<file path="src/rtl/nn_layer.sv">
// rtl/nn_layer.sv - fully connected layer: serial MAC over SIZE samples, saturating ReLU, serial output
module nn_layer #(
    parameter int SIZE  = 3,
    parameter int DEPTH = 16
) (
    input  logic                                   clk,
    input  logic                                   rst,
    input  logic                                   input_select,
    input  logic [DEPTH-1:0]                       x,
    input  logic [SIZE-1:0][SIZE-1:0][DEPTH-1:0]   w,
    output logic [DEPTH-1:0]                       y
);

    localparam int CW   = $clog2(SIZE);
    localparam int PW   = 2 * DEPTH;
    localparam int ACCW = PW + CW;

    localparam logic [CW-1:0]          CNT_LAST = CW'(SIZE - 1);
    localparam logic signed [ACCW-1:0] ACT_MAX  = {{(ACCW-DEPTH+1){1'b0}}, {(DEPTH-1){1'b1}}};

    logic [CW-1:0]          cnt_q;
    logic signed [ACCW-1:0] acc_q [SIZE];
    logic [DEPTH-1:0]       out_q [SIZE];

    logic signed [DEPTH-1:0] sample;
    logic signed [PW-1:0]    prod   [SIZE];
    logic signed [ACCW-1:0]  sum_d  [SIZE];
    logic [DEPTH-1:0]        act_d  [SIZE];

    // y is the head of the output shift register; feedback reads the same word
    assign y      = out_q[0];
    assign sample = input_select ? $signed(x) : $signed(out_q[0]);

    // Per-neuron product of this edge's weight column with the sample, running sum and ReLU clamp
    always_comb begin
        for (int i = 0; i < SIZE; i++) begin
            prod[i]  = $signed(w[i][cnt_q]) * sample;
            sum_d[i] = acc_q[i] + {{CW{prod[i][PW-1]}}, prod[i]};
            act_d[i] = '0;
            if (sum_d[i][ACCW-1]) begin
                act_d[i] = '0;
            end else if (sum_d[i] > ACT_MAX) begin
                act_d[i] = ACT_MAX[DEPTH-1:0];
            end else begin
                act_d[i] = sum_d[i][DEPTH-1:0];
            end
        end
    end

    // Accumulate during the frame; on the last sample load activations and clear accumulators
    always_ff @(posedge clk or negedge rst) begin
        if (!rst) begin
            cnt_q <= '0;
            for (int i = 0; i < SIZE; i++) begin
                acc_q[i] <= '0;
                out_q[i] <= '0;
            end
        end else if (cnt_q == CNT_LAST) begin
            cnt_q <= '0;
            for (int i = 0; i < SIZE; i++) begin
                acc_q[i] <= '0;
                out_q[i] <= act_d[i];
            end
        end else begin
            cnt_q <= cnt_q + CW'(1);
            for (int i = 0; i < SIZE; i++) begin
                acc_q[i] <= sum_d[i];
            end
            for (int k = 0; k < SIZE - 1; k++) begin
                out_q[k] <= out_q[k+1];
            end
            out_q[SIZE-1] <= '0;
        end
    end

endmodule

</file>
<file path="config.mk">
export PLATFORM = sky130hd
export DESIGN_NAME = nn_layer
export DESIGN_NICKNAME = d
export VERILOG_FILES = /design/src/rtl/nn_layer.sv
export SDC_FILE = /design/constraint.sdc
export NUM_CORES = 2
export LEC_CHECK = 0
export CAP_MARGIN = 20
export CORE_MARGIN = 8
export CORE_UTILIZATION = 55
export DETAILED_ROUTE_END_ITERATION = 12
export GPL_ROUTABILITY_DRIVEN = 0
export HOLD_SLACK_MARGIN = 0.1
export PLACE_DENSITY = 0.73
export SLEW_MARGIN = 20
export SYNTH_ARGS = -nofsm -noshare
export SYNTH_HDL_FRONTEND = slang
export SYNTH_SLANG_ARGS = --single-unit
</file>
<file path="constraint.sdc">
create_clock -name clk -period 20.8 [get_ports clk]
set_input_delay 5.2 -clock clk [delete_from_list [all_inputs] [get_ports clk]]
set_output_delay 5.2 -clock clk [all_outputs]
set_load 0.05 [all_outputs]
</file>
==> key figures <==
Clock network
  – Clock Latency Late Sink: 0.47 ns
  – Clock tree buffer depth: 2
  – Num CTS Buffers: 17
  – Hold-fix buffers, CTS: 0
  – TritonCTS Sinks: 152
  – Post-CTS setup buffers: 0
  – PostCTS Resize Cnt: 0
  – Clock Pin Slew Worst Setup and Hold Paths: 0.07 ns
  – CTS H-tree depth: 4
  – CTS tree: yes
  – Root buf cell: clkbuf_16

Critical path
  – Startpoint Class: primary input
  – Worst r2r src: cnt_q[1]
  – CP endpoint kind: flip-flop
  – CP max stage delay: 0.83 ns
  – CP arrival: 15.69 ns
  – Worst path bufs/invs: 5
  – Delay-heaviest family, CP: adder cells
  – CP Max Fanout: 37
  – Critical Path RT: 21.11 ns
  – Kind of critical path: primary input to flip-flop
  – R2R depth: 38
  – R2R Setup Slk: 9.13 ns
  – Max stage delay cell, worst path: and4b_1
  – CP dominant cell by count: fa_1
  – Worst R2R End: out_q[16]

Timing
  – Setup TNS: 0 ns
  – Max Clk Rate: 65.00 MHz
  – Worst-Margin Slew: 1.231 ns
  – Setup ws final: 5.415 ns
  – RSZ-0062 raised after global routing: no
  – Max Transition Viols Final: 0
  – Final Hold Fails: 0
  – Setup Skew: 0.01215 ns
  – Slew HR: 17.95%
  – Tmin final: 15.38 ns
  – Crit share post-route: 73.96%
  – Final setup vio count: 0

Drt
  – Post-route ant nets: 0
  – Drt total wl: 115.5 mm
  – DRC: 0
  – Via-to-Cell Ratio: 5.719
  – DR WL/cell: 20.31 microns
  – DRT Pass-1 Iters: 9
  – Iter 0 DRT Violations: 2734
  – DR vias: 32.54k

Hold path
  – Hold Path Cell Cnt: 1
  – Hold path endpoint: y[15]
  – Min-Delay Path Class: flip-flop to flip-flop
  – Hold Path Origin: out_q[31]

Global route
  – Remaining global-route overflow: 0
  – Vias in the first global route: 33.97k
  – Largest net degree at the start of global routing: 86
  – First-pass GRT wire length: 184.5 mm
  – Overall routing resource usage: 28.58%
  – Antenna violations before repair: 0

Placement
  – Placement Setup Slack: 5.185 ns
  – Placed standard-cell area: 0.04339 sq mm
  – Dpl cells: 5660
  – Port Buffers: 178
  – DP HPWL: 93.20 mm

Logic synthesis
  – Synth Cell Area: 0.04065 sq mm
  – Mapped Cells: 4647
  – Syn Nets: 5946
  – Synth async-reset ratio: 100.0%
  – Mean Syn Cell Area: 8.747 sq um
  – Synth unique cells: 90
  – Top_reg_cell synth: dfrtp_1
  – Number of synthesized flops with an enable pin: 0
  – Seq/Total Area, Yosys: 9.358%
  – Area leader, netlist: fa_1
  – Top cell type's share of synthesized area: 38.86%
  – Synth top area cells: fa_1 (39%), ha_1 (11%), dfrtp_1 (9.4%), inv_1 (8.5%), nor2_1 (5.9%)
  – FF+latch count, synth: 152
  – Warnings, synthesis: 0

Floorplanning
  – Core area: 0.07308 sq mm
  – Die Y: 287.8 microns
  – Initial Util: 55.62%
  – Die X: 287.8 microns
  – Die area: 0.08285 sq mm
  – # IOs: 179
  – Row count: 99

Cells and area
  – # diodes: 0
  – Share of post-route cells with drive strength above 1: 3.361%
  – Final non-filler cell total: 5690
  – Nets@finish: 6019
  – Area Growth Syn to Fin: 8.256%
  – Fin area: 0.04400 sq mm

Job
  – Max cap viols: 0

Status
  – Status: finished, final reports clean
==> cell type report <==
class | count | area [sq um]
clock buffer | 18 | 439.2
clock inverter | 12 | 165.2
fill | 6315 | 29080
inverter | 926 | 3476
multi-input combinational | 3393 | 32740
sequential | 152 | 3809
tap | 959 | 1200
timing repair buffer | 230 | 2168
==> worst max path at each step <==
stage,startpoint,endpoint,slack [ns],cells after the start
after floorplan,input_select,out_q[10],6.55,35
after global placement,input_select,out_q[16],5.29,36
after detailed placement,input_select,out_q[20],5.19,36
after CTS,input_select,out_q[16],5.55,36
after global routing,w[85],out_q[16],4.66,40
final,input_select,out_q[16],5.42,36
==> cells in the final DEF (no fill, tap or decap), types with 53 or more instances in the layout <==
cell type	count
nand2_1	463
xor2_1	62
xnor2_1	115
nor3_1	54
fa_1	789
inv_1	925
a21oi_1	198
mux2i_1	53
o21ai_0	72
nor2_1	644
clkdlybuf4s50_1	176
a21o_1	120
dfrtp_1	150
ha_1	347
==> worst reg2reg max path, delay by kind of cell (launching register included) <==
family	cells	cell delay (ns)
fa+ha+maj	8	3.50
compound gates	11	3.12
simple gates	11	2.77
buf+inv	5	0.95
flops	1	0.47
mux	1	0.37
xor+xnor	2	0.32
==> state kept, by name, indices dropped and copies added, names as in the netlist <==
name and count:
acc_q 102, out_q 32, y 16, cnt_q 2
==> per-stage QoR <==
step	hold WS, ns	utilization (%)
final	0.4457	60.21
after global routing	0.4623	60.21
after CTS	0.4472	60.20
after detailed placement	0.4384	59.38
after global placement	0.4314	59.38
after floorplan	0.4277	-
==> per-layer routing <==
metal	part of all wire, %	GRT usage [%]	vias to the layer above
met5	0	0	-
met4	5.6	13.69	0
met3	9.2	6.394	359
met2	47	46.36	1448
met1	39	36.26	16150
li1	-	-	14580
==> synthesized netlist by cell type (6+ instances only) <==
| library cell | instances |
|---|---|
| a21o_1 | 120 |
| buf_1 | 16 |
| o21a_1 | 38 |
| or2_2 | 9 |
| and3_1 | 23 |
| ha_1 | 347 |
| inv_1 | 925 |
| o31ai_1 | 9 |
| a211oi_1 | 48 |
| a22oi_1 | 6 |
| fa_1 | 789 |
| or3_1 | 13 |
| a31oi_1 | 16 |
| nand4_1 | 12 |
| a2111oi_0 | 9 |
| nand2_1 | 463 |
| buf_4 | 19 |
| and2_1 | 15 |
| nor2_1 | 644 |
| mux2i_1 | 66 |
| xor2_1 | 62 |
| xnor2_1 | 115 |
| o21ai_1 | 6 |
| nand2b_1 | 31 |
| nor2b_1 | 23 |
| clkbuf_1 | 136 |
| a211oi_2 | 13 |
| nand3_1 | 33 |
| o21bai_1 | 16 |
| a21oi_1 | 199 |
| dfrtp_1 | 152 |
| nor3_1 | 54 |
| a21boi_0 | 10 |
| o21ai_0 | 72 |
| mux2_2 | 15 |
| and4_1 | 8 |
| o211ai_1 | 15 |
==> cells by family after synthesis <==
group,count (synthesis),synth area share (%)
xor+xnor,180,3.983
fa+ha+maj,1136,49.54
buf+inv,1102,10.40
other cells,1,0.009226
simple gates,1350,13.89
flops,152,9.358
compound gates,644,10.75
mux,82,2.069
Power is left out: the tool's default activity adds up to more than one toggle a clock period on the data nets, which glitch-free logic cannot reach.
